==> src/rtl/hazard_ctrl_pkg.sv <==
// hazard_ctrl_pkg: state encodings and defaults shared by the hazard controller slice
package hazard_ctrl_pkg;
  typedef enum logic [1:0] {
    HZ_RUN         = 2'd0,
    HZ_LOAD_BUBBLE = 2'd1,
    HZ_MULDIV_WAIT = 2'd2
  } hz_state_t;
  localparam int MULDIV_TIMEOUT_DEF = 64;
endpackage

==> src/rtl/hazard_ctrl_if.sv <==
// hazard_ctrl_if: ID/EX hazard inputs and pipeline stall/flush controls
interface hazard_ctrl_if;
  logic [4:0]  rs1_IF_ID_in;
  logic [4:0]  rs2_IF_ID_in;
  logic [4:0]  rd_ID_EX_in;
  logic        mem_read_ID_EX_signal_in;
  logic        muldiv_ID_EX_signal_in;
  logic        muldiv_done_signal_in;
  logic        branch_taken_EX_signal_in;
  logic        dmem_busy_signal_in;
  logic        pc_stall_signal_out;
  logic        IF_ID_stall_signal_out;
  logic        IF_ID_flush_signal_out;
  logic        ID_EX_stall_signal_out;
  logic        ID_EX_flush_signal_out;
  logic        EX_MEM_stall_signal_out;
  logic        muldiv_start_signal_out;
  logic        muldiv_timeout_signal_out;
  logic [31:0] stall_count_out;
  modport master (
    output rs1_IF_ID_in, rs2_IF_ID_in, rd_ID_EX_in, mem_read_ID_EX_signal_in,
           muldiv_ID_EX_signal_in, muldiv_done_signal_in, branch_taken_EX_signal_in,
           dmem_busy_signal_in,
    input  pc_stall_signal_out, IF_ID_stall_signal_out, IF_ID_flush_signal_out,
           ID_EX_stall_signal_out, ID_EX_flush_signal_out, EX_MEM_stall_signal_out,
           muldiv_start_signal_out, muldiv_timeout_signal_out, stall_count_out
  );
  modport slave (
    input  rs1_IF_ID_in, rs2_IF_ID_in, rd_ID_EX_in, mem_read_ID_EX_signal_in,
           muldiv_ID_EX_signal_in, muldiv_done_signal_in, branch_taken_EX_signal_in,
           dmem_busy_signal_in,
    output pc_stall_signal_out, IF_ID_stall_signal_out, IF_ID_flush_signal_out,
           ID_EX_stall_signal_out, ID_EX_flush_signal_out, EX_MEM_stall_signal_out,
           muldiv_start_signal_out, muldiv_timeout_signal_out, stall_count_out
  );
endinterface

==> src/rtl/hazard_ctrl_perf_counter.sv <==
// hazard_perf_counter: 32-bit saturating event counter with enable
module hazard_perf_counter (
  input  logic        clk,
  input  logic        rst,
  input  logic        en,
  output logic [31:0] count
);
  always_ff @(posedge clk or posedge rst)
    if (rst) count <= '0;
    else if (en && count != '1) count <= count + 32'd1;
endmodule

==> src/rtl/hazard_ctrl.sv <==
// hazard_ctrl: load-use, MUL/DIV, dmem-wait and branch stall/flush control; HAZARD_CTRL_PERF_EN adds a stall counter
module hazard_ctrl
  import hazard_ctrl_pkg::*;
#(
  parameter int MULDIV_TIMEOUT = MULDIV_TIMEOUT_DEF
) (
  input logic         clk,
  input logic         rst,
  hazard_ctrl_if.slave hz
);
  hz_state_t st, nxt;
  logic [7:0] cnt;
  logic to_flag, lu, stall_all, lu_stall, br_flush, start, to_set;
  assign lu = hz.mem_read_ID_EX_signal_in && hz.rd_ID_EX_in != 5'd0 &&
              (hz.rd_ID_EX_in == hz.rs1_IF_ID_in || hz.rd_ID_EX_in == hz.rs2_IF_ID_in);
  always_comb begin
    nxt = st;
    stall_all = 1'b0;
    lu_stall = 1'b0;
    br_flush = 1'b0;
    start = 1'b0;
    to_set = 1'b0;
    if (hz.dmem_busy_signal_in) stall_all = 1'b1;
    else case (st)
      HZ_RUN: begin
        if (hz.muldiv_ID_EX_signal_in) begin
          start = 1'b1;
          stall_all = 1'b1;
          nxt = HZ_MULDIV_WAIT;
        end else if (hz.branch_taken_EX_signal_in) br_flush = 1'b1;
        else if (lu) begin
          lu_stall = 1'b1;
          nxt = HZ_LOAD_BUBBLE;
        end
      end
      HZ_LOAD_BUBBLE: nxt = HZ_RUN;
      HZ_MULDIV_WAIT: begin
        // done or abort both release the pipe so the MUL/DIV leaves EX this cycle
        if (hz.muldiv_done_signal_in) nxt = HZ_RUN;
        else if (cnt == 8'(MULDIV_TIMEOUT - 1)) begin
          to_set = 1'b1;
          nxt = HZ_RUN;
        end else stall_all = 1'b1;
      end
      default: nxt = HZ_RUN;
    endcase
  end
  always_ff @(posedge clk or posedge rst)
    if (rst) begin
      st <= HZ_RUN;
      cnt <= '0;
      to_flag <= 1'b0;
    end else begin
      st <= nxt;
      if (start) cnt <= '0;
      else if (st == HZ_MULDIV_WAIT && !hz.dmem_busy_signal_in && cnt != 8'hFF) cnt <= cnt + 8'd1;
      if (to_set) to_flag <= 1'b1;
    end
  assign hz.pc_stall_signal_out       = stall_all | lu_stall;
  assign hz.IF_ID_stall_signal_out    = stall_all | lu_stall;
  assign hz.IF_ID_flush_signal_out    = br_flush;
  assign hz.ID_EX_stall_signal_out    = stall_all;
  assign hz.ID_EX_flush_signal_out    = br_flush | lu_stall;
  assign hz.EX_MEM_stall_signal_out   = stall_all;
  assign hz.muldiv_start_signal_out   = start;
  assign hz.muldiv_timeout_signal_out = to_flag;
`ifdef HAZARD_CTRL_PERF_EN
  hazard_perf_counter u_perf (
    .clk  (clk),
    .rst  (rst),
    .en   (hz.pc_stall_signal_out),
    .count(hz.stall_count_out)
  );
`else
  assign hz.stall_count_out = '0;
`endif
endmodule

==> src/flat_wrapper.sv <==
// flat-port wrapper written by rule: the top's interface ports become plain ports
module hazard_ctrl_flat import hazard_ctrl_pkg::*;
#(
  parameter int MULDIV_TIMEOUT = MULDIV_TIMEOUT_DEF
)
  (clk, rst, hz_rs1_IF_ID_in, hz_rs2_IF_ID_in, hz_rd_ID_EX_in, hz_mem_read_ID_EX_signal_in, hz_muldiv_ID_EX_signal_in, hz_muldiv_done_signal_in, hz_branch_taken_EX_signal_in, hz_dmem_busy_signal_in, hz_pc_stall_signal_out, hz_IF_ID_stall_signal_out, hz_IF_ID_flush_signal_out, hz_ID_EX_stall_signal_out, hz_ID_EX_flush_signal_out, hz_EX_MEM_stall_signal_out, hz_muldiv_start_signal_out, hz_muldiv_timeout_signal_out, hz_stall_count_out);
  hazard_ctrl_if hz_i ();
  input logic clk;
  input logic rst;
  input wire logic [$bits(hz_i.rs1_IF_ID_in)-1:0] hz_rs1_IF_ID_in;
  input wire logic [$bits(hz_i.rs2_IF_ID_in)-1:0] hz_rs2_IF_ID_in;
  input wire logic [$bits(hz_i.rd_ID_EX_in)-1:0] hz_rd_ID_EX_in;
  input wire logic [$bits(hz_i.mem_read_ID_EX_signal_in)-1:0] hz_mem_read_ID_EX_signal_in;
  input wire logic [$bits(hz_i.muldiv_ID_EX_signal_in)-1:0] hz_muldiv_ID_EX_signal_in;
  input wire logic [$bits(hz_i.muldiv_done_signal_in)-1:0] hz_muldiv_done_signal_in;
  input wire logic [$bits(hz_i.branch_taken_EX_signal_in)-1:0] hz_branch_taken_EX_signal_in;
  input wire logic [$bits(hz_i.dmem_busy_signal_in)-1:0] hz_dmem_busy_signal_in;
  output wire logic [$bits(hz_i.pc_stall_signal_out)-1:0] hz_pc_stall_signal_out;
  output wire logic [$bits(hz_i.IF_ID_stall_signal_out)-1:0] hz_IF_ID_stall_signal_out;
  output wire logic [$bits(hz_i.IF_ID_flush_signal_out)-1:0] hz_IF_ID_flush_signal_out;
  output wire logic [$bits(hz_i.ID_EX_stall_signal_out)-1:0] hz_ID_EX_stall_signal_out;
  output wire logic [$bits(hz_i.ID_EX_flush_signal_out)-1:0] hz_ID_EX_flush_signal_out;
  output wire logic [$bits(hz_i.EX_MEM_stall_signal_out)-1:0] hz_EX_MEM_stall_signal_out;
  output wire logic [$bits(hz_i.muldiv_start_signal_out)-1:0] hz_muldiv_start_signal_out;
  output wire logic [$bits(hz_i.muldiv_timeout_signal_out)-1:0] hz_muldiv_timeout_signal_out;
  output wire logic [$bits(hz_i.stall_count_out)-1:0] hz_stall_count_out;
  assign hz_i.rs1_IF_ID_in = hz_rs1_IF_ID_in;
  assign hz_i.rs2_IF_ID_in = hz_rs2_IF_ID_in;
  assign hz_i.rd_ID_EX_in = hz_rd_ID_EX_in;
  assign hz_i.mem_read_ID_EX_signal_in = hz_mem_read_ID_EX_signal_in;
  assign hz_i.muldiv_ID_EX_signal_in = hz_muldiv_ID_EX_signal_in;
  assign hz_i.muldiv_done_signal_in = hz_muldiv_done_signal_in;
  assign hz_i.branch_taken_EX_signal_in = hz_branch_taken_EX_signal_in;
  assign hz_i.dmem_busy_signal_in = hz_dmem_busy_signal_in;
  assign hz_pc_stall_signal_out = hz_i.pc_stall_signal_out;
  assign hz_IF_ID_stall_signal_out = hz_i.IF_ID_stall_signal_out;
  assign hz_IF_ID_flush_signal_out = hz_i.IF_ID_flush_signal_out;
  assign hz_ID_EX_stall_signal_out = hz_i.ID_EX_stall_signal_out;
  assign hz_ID_EX_flush_signal_out = hz_i.ID_EX_flush_signal_out;
  assign hz_EX_MEM_stall_signal_out = hz_i.EX_MEM_stall_signal_out;
  assign hz_muldiv_start_signal_out = hz_i.muldiv_start_signal_out;
  assign hz_muldiv_timeout_signal_out = hz_i.muldiv_timeout_signal_out;
  assign hz_stall_count_out = hz_i.stall_count_out;
  hazard_ctrl #(.MULDIV_TIMEOUT(MULDIV_TIMEOUT)) u_core (.clk(clk), .rst(rst), .hz(hz_i));
endmodule
==> config.mk <==
export PLATFORM = sky130hd
export DESIGN_NAME = hazard_ctrl_flat
export DESIGN_NICKNAME = d
export VERILOG_FILES = /design/src/rtl/hazard_ctrl_pkg.sv /design/src/rtl/hazard_ctrl_if.sv /design/src/rtl/hazard_ctrl_perf_counter.sv /design/src/rtl/hazard_ctrl.sv /design/src/flat_wrapper.sv
export SDC_FILE = /design/constraint.sdc
export NUM_CORES = 1
export LEC_CHECK = 0
export ABC_AREA = 1
export BUFFER_PORTS_ARGS = -buffer_cell sky130_fd_sc_hd__buf_2
export CAP_MARGIN = 20
export CORE_ASPECT_RATIO = 1.75
export CORE_MARGIN = 2
export CORE_UTILIZATION = 40
export CTS_CLUSTER_DIAMETER = 60
export DETAILED_ROUTE_END_ITERATION = 12
export PLACE_DENSITY = 0.86
export SYNTH_ARGS = -nofsm -noshare
export SYNTH_HDL_FRONTEND = slang
export SYNTH_SLANG_ARGS = --single-unit
==> constraint.sdc <==
create_clock -name clk -period 1.3 [get_ports clk]
set_input_delay 0.13 -clock clk [delete_from_list [all_inputs] [get_ports clk]]
set_output_delay 0.13 -clock clk [all_outputs]
set_load 0.02 [all_outputs]
### After elaboration in Yosys (flattened, before gate mapping)

Index checks and enable logic that the tools add are counted.

| word-level totals | value |
|---|---|
| flip-flop bits (word level) | 11 |
| output and inout port bits | 40 |

| operators by class | value |
|---|---|
| $add $sub $neg | 1 |
| equality and inequality tests | 8 |
| muxes and demuxes | 28 |
| bitwise gates (word level) | 3 |
| reductions and logical operators | 10 |

Operator list:

| kind | number |
|---|---|
| two-way mux 1 bit | 19 |
| two-way mux 8 bit | 2 |
| equality test 5 bit | 2 |
| two-way mux 2 bit | 5 |
| adder 8 x 1 -> 8 bit (second input constant) | 1 |
| equality test 8 x 6 -> 1 bit (second input constant) | 1 |
| inequality test 8 bit (second input constant) | 1 |
| inequality test 3 x 2 -> 1 bit (second input constant) | 2 |
| nonzero test 5 bit | 1 |
| logical AND 1 bit | 4 |
| case mux 2 bit (2 select lines) | 1 |
| AND reduction 4 bit | 1 |
| inequality test 3 bit (second input constant) | 1 |
| equality test 2 bit (second input constant) | 1 |
| logical NOT 2 bit | 1 |
| OR 1 bit | 2 |
| case mux 1 bit (2 select lines) | 1 |
| nonzero test 2 bit | 1 |
| logical NOT 1 bit | 1 |
| logical OR 1 bit | 1 |
| inverter 1 bit | 1 |

### Depth between registers and ports, before layout

| logic depth | value |
|---|---|
| depth after elaboration | 9 |
| mapped depth | 11 |
| mapped depth without buffers | 11 |

### Worst setup path before layout

Ideal clock, no wire load.

| path | value |
|---|---|
| path kind | reg2out |
| start point | reg u_core.cnt[0] |
| end point | out hz_pc_stall_signal_out |
| arrival | 1.351 ns |
| data required time | 1.170 ns |
| setup slack | -0.181 ns |
| stages on the path, launching flop included | 10 |
| path buffers | 1 |
| cells stage by stage | dfrtp_1 > ha_1 > nand2_1 > inv_1 > nand3_1 > nand2_1 > nand2_1 > nor2_1 > nand2_1 > buf_4 |

| on the way | value |
|---|---|
| word-level cells in the longest chain between the ends | 6 |

RTL lines:

| element | RTL line | text |
|---|---|---|
| from (decl) | hazard_ctrl.sv:12 | `logic [7:0] cnt;` |
| from (signal assigned) | hazard_ctrl.sv:56 | `else if (st == HZ_MULDIV_WAIT && !hz.dmem_busy_signal_in && cnt != 8'hFF) cnt <= cnt + 8'd1;` |
| equality test 8 x 6 -> 1 bit | hazard_ctrl.sv:40 | `else if (cnt == 8'(MULDIV_TIMEOUT - 1)) begin` |
| two-way mux 1 bit | hazard_ctrl.sv:40 |  |
| two-way mux 1 bit | hazard_ctrl.sv:39 | `if (hz.muldiv_done_signal_in) nxt = HZ_RUN;` |
| case mux 1 bit (2 select lines) | hazard_ctrl.sv:24 | `else case (st)` |
| two-way mux 1 bit | hazard_ctrl.sv:23 | `if (hz.dmem_busy_signal_in) stall_all = 1'b1;` |
| OR 1 bit | - |  |
| to (decl) | flat_wrapper.sv:18 | `output wire logic [$bits(hz_i.pc_stall_signal_out)-1:0] hz_pc_stall_signal_out;` |

Every way passes these cells.

### Final worst setup path

| path | value |
|---|---|
| start point | reg u_core.cnt[0] |
| end point | out hz_IF_ID_stall_signal_out |

| on the way | value |
|---|---|
| word-level cells in the longest chain between the ends | 6 |

RTL lines:

| element | RTL line | text |
|---|---|---|
| equality test 8 x 6 -> 1 bit | hazard_ctrl.sv:40 |  |
| two-way mux 1 bit | hazard_ctrl.sv:40 |  |
| two-way mux 1 bit | hazard_ctrl.sv:39 |  |
| case mux 1 bit (2 select lines) | hazard_ctrl.sv:24 |  |
| two-way mux 1 bit | hazard_ctrl.sv:23 |  |
| OR 1 bit | hazard_ctrl.sv:60 | `assign hz.IF_ID_stall_signal_out = stall_all \| lu_stall;` |
| to (decl) | flat_wrapper.sv:19 | `output wire logic [$bits(hz_i.IF_ID_stall_signal_out)-1:0] hz_IF_ID_stall_signal_out;` |

Every way passes these cells.

==> impl_metrics.toml <==
[final_layout]
drive_gt1_frac = 0.318
fin_nets = 244
areaGrowthSynthToFinish_pct = 27.5
diodes = 0
mostFrequentLayoutCells = "nand2_1, conb_1, inv_1, buf_2, buf_4"
finish.utilization = 0.529
layout_commonest_cell = "nand2_1"
num-fill-cells = 270

[synth]
synth_area_per_cell_um2 = 6.41
synth-seq-cells = 11
synth_area_leader_cell = "dfrtp_1"
synth.area.top_cells = "dfrtp_1, buf_4, nand2_1"
synth_seq_area_share = 0.247
yosys.cell_types.count = 23
synth_warnings = 0
netlist_area_um2 = 1120
netlist_instances = 174
synth.top_cell.area_share = 0.247

[power_and_ir_drop]
p_per_area_nw_per_um2 = 1230
ir_drop_uv = 679
power_mw = 1.75
cellLeakagePower_nw = 0.854

[status]
violations = "setup timing"
status = "complete, but fails checks"

[timing]
fmax_mhz = 630
hold_viol_final = 0
rsz0062_at_grt = "true"
skew_ps = 4.80
worst_slack_ps = -288
setup_violations = 17
fin_tns_setup_ps = -3460
drv_slew = 0
final.min_clock_period_ps = 1590
period_share = 1.22

[floorplanning]
initial_core_util = 0.415
fp.dieH_um = 73.9
core_area_um2 = 2690
die-area_um2 = 3250
rows = 25
io-pin-count = 62
dieWidth_um = 43.9

[global_route]
grt.overflow.total = 0
grt_antenna_before_repair = 0
grt_pass1_vias = 1021
grt_max_degree = 12
grt_pass1_wl_um = 3970
grt_usage = 0.167

[worst_hold_path]
holdCritPathClass = "input port to flip-flop"
worstHoldStart = "hz_muldiv_done_signal_in"

[routing]
drt_iter0_markers = 17
via_per_inst = 4.40
avgRoutedWirePerCell_um = 9.71
via_count = 1087
antenna_left = 0
drc = 0
drt_wl_total_um = 2400
drt_first_pass_iters = 4

[critical_path]
worstPathArrival_ps = 1460
worstSetupPathType = "flip-flop to primary output"
end_kind = "primary output"
crit_start = "u_core.cnt[0]$_DFFE_PP0P_"
r2r-start = "u_core.cnt[0]$_DFFE_PP0P_"
cp-start-kind = "flip-flop"
cp.required_ps = 1170
cp_max_fo = 2

[clock_tree]
clk_latency_ps = 250
cts_max_level = 1
cts_buffers = 3
cts_tree = "yes"
clk_path_buf_depth = 2
clockRootBuffer = "clkbuf_8"
cts_sinks = 11
clk_pin_slew_ps = 50

[place]
io_buffers = 29
place_ws_ps = -105
gp_congestion = 0.843
place_hpwl_um = 1840

[run]
drv_cap = 0
[routing by layer]
| layer | wire length [µm] | share of wire | vias up | track usage |
|---|---|---|---|---|
| met4 | 77 | 0.032 | 0 | 0.118 |
| li1 | - | - | 551 | - |
| met3 | 170 | 0.071 | 10 | 0.0172 |
| met5 | 0 | 0 | - | 0 |
| met1 | 767 | 0.32 | 475 | 0.150 |
| met2 | 1380 | 0.58 | 51 | 0.325 |
[stage by stage]
stage               area [µm²]  std cells  hold WS (ps)
floorplan                 1250        205         -17.6
global placement          1240        236           143
detailed placement        1240        236           151
CTS                       1370        244           156
global route              1420        247           205
finish                    1420        247           158
[logic make-up after synthesis]
| family | Yosys count | synth area share |
|---|---|---|
| XOR/XNOR | 3 | 0.0235 |
| flip-flops | 11 | 0.247 |
| adder cells (fa/ha/maj) | 1 | 0.0112 |
| AO/OA/AOI/OAI | 13 | 0.0774 |
| AND/OR/NAND/NOR | 81 | 0.308 |
| buffers and inverters | 64 | 0.330 |
| other | 1 | 0.00336 |
[area by class of cell]
class	count	area, µm²	share of cell area
Timing Repair Buffer	45	302	0.212
Multi-Input combinational cell	130	654	0.460
Inverter	30	113	0.0792
Sequential cell	11	275	0.193
Tap cell	27	33.8	0.0237
Clock buffer	4	45.0	0.0317
[worst max-delay path, stage by stage (launching register included)]
cell,delay (ps)
dfrtp_1,350
ha_2,190
nand2_2,60
inv_2,80
nand3_4,80
nand2_2,80
nand2_2,60
nor2_4,100
nand2_2,80
buf_6,130
[state kept, by name (all words and copies together) (netlist names)]
register / count
u_core.cnt: 8
u_core.hz.muldiv_timeout_signal_out: 1
u_core.st: 2
[synthesized netlist by cell type, drive strengths merged]
library cell  number
nor3b              1
o21bai             2
nand2             50
nand3              8
buf               34
a21oi              3
ha                 1
inv               30
nor3               3
nand4              2
o21ai              7
dfrtp             11
xnor2              2
conb               1
nor2              17
xor2               1
a31oi              1
[worst paths after layout]
check                      slack (ps)                                              end  cells past startpoint
max                              -290                        hz_IF_ID_stall_signal_out                      9
min                               160  u_core.hz.muldiv_timeout_signal_out$_DFFE_PP0P_                      4
max reg2reg                      -230                        u_core.cnt[7]$_DFFE_PP0P_                     10
min reg2reg                       480  u_core.hz.muldiv_timeout_signal_out$_DFFE_PP0P_                      1
max in group asynchronous         580                         u_core.st[1]$_DFFE_PP0P_                      3
min in group asynchronous         420                        u_core.cnt[7]$_DFFE_PP0P_                      3
[where the power goes]
| group | internal [mW] | switching [mW] | total, mW |
|---|---|---|---|
| sequential | 0.422 | 0.0816 | 0.504 |
| combinational | 0.381 | 0.515 | 0.896 |
| clock | 0.216 | 0.135 | 0.351 |
[what timing repair did]
| action | CTS | global route |
|---|---|---|
| pin swaps | 13 | 9 |
| hold endpoints to repair | 11 | 0 |
| gates resized for setup | 15 | 9 |
| gates cloned | 0 | 0 |
| setup buffers | 3 | 3 |
| setup endpoints to repair | 16 | 17 |
| hold buffers | 1 | 0 |
(Power assumes the default switching activity.)
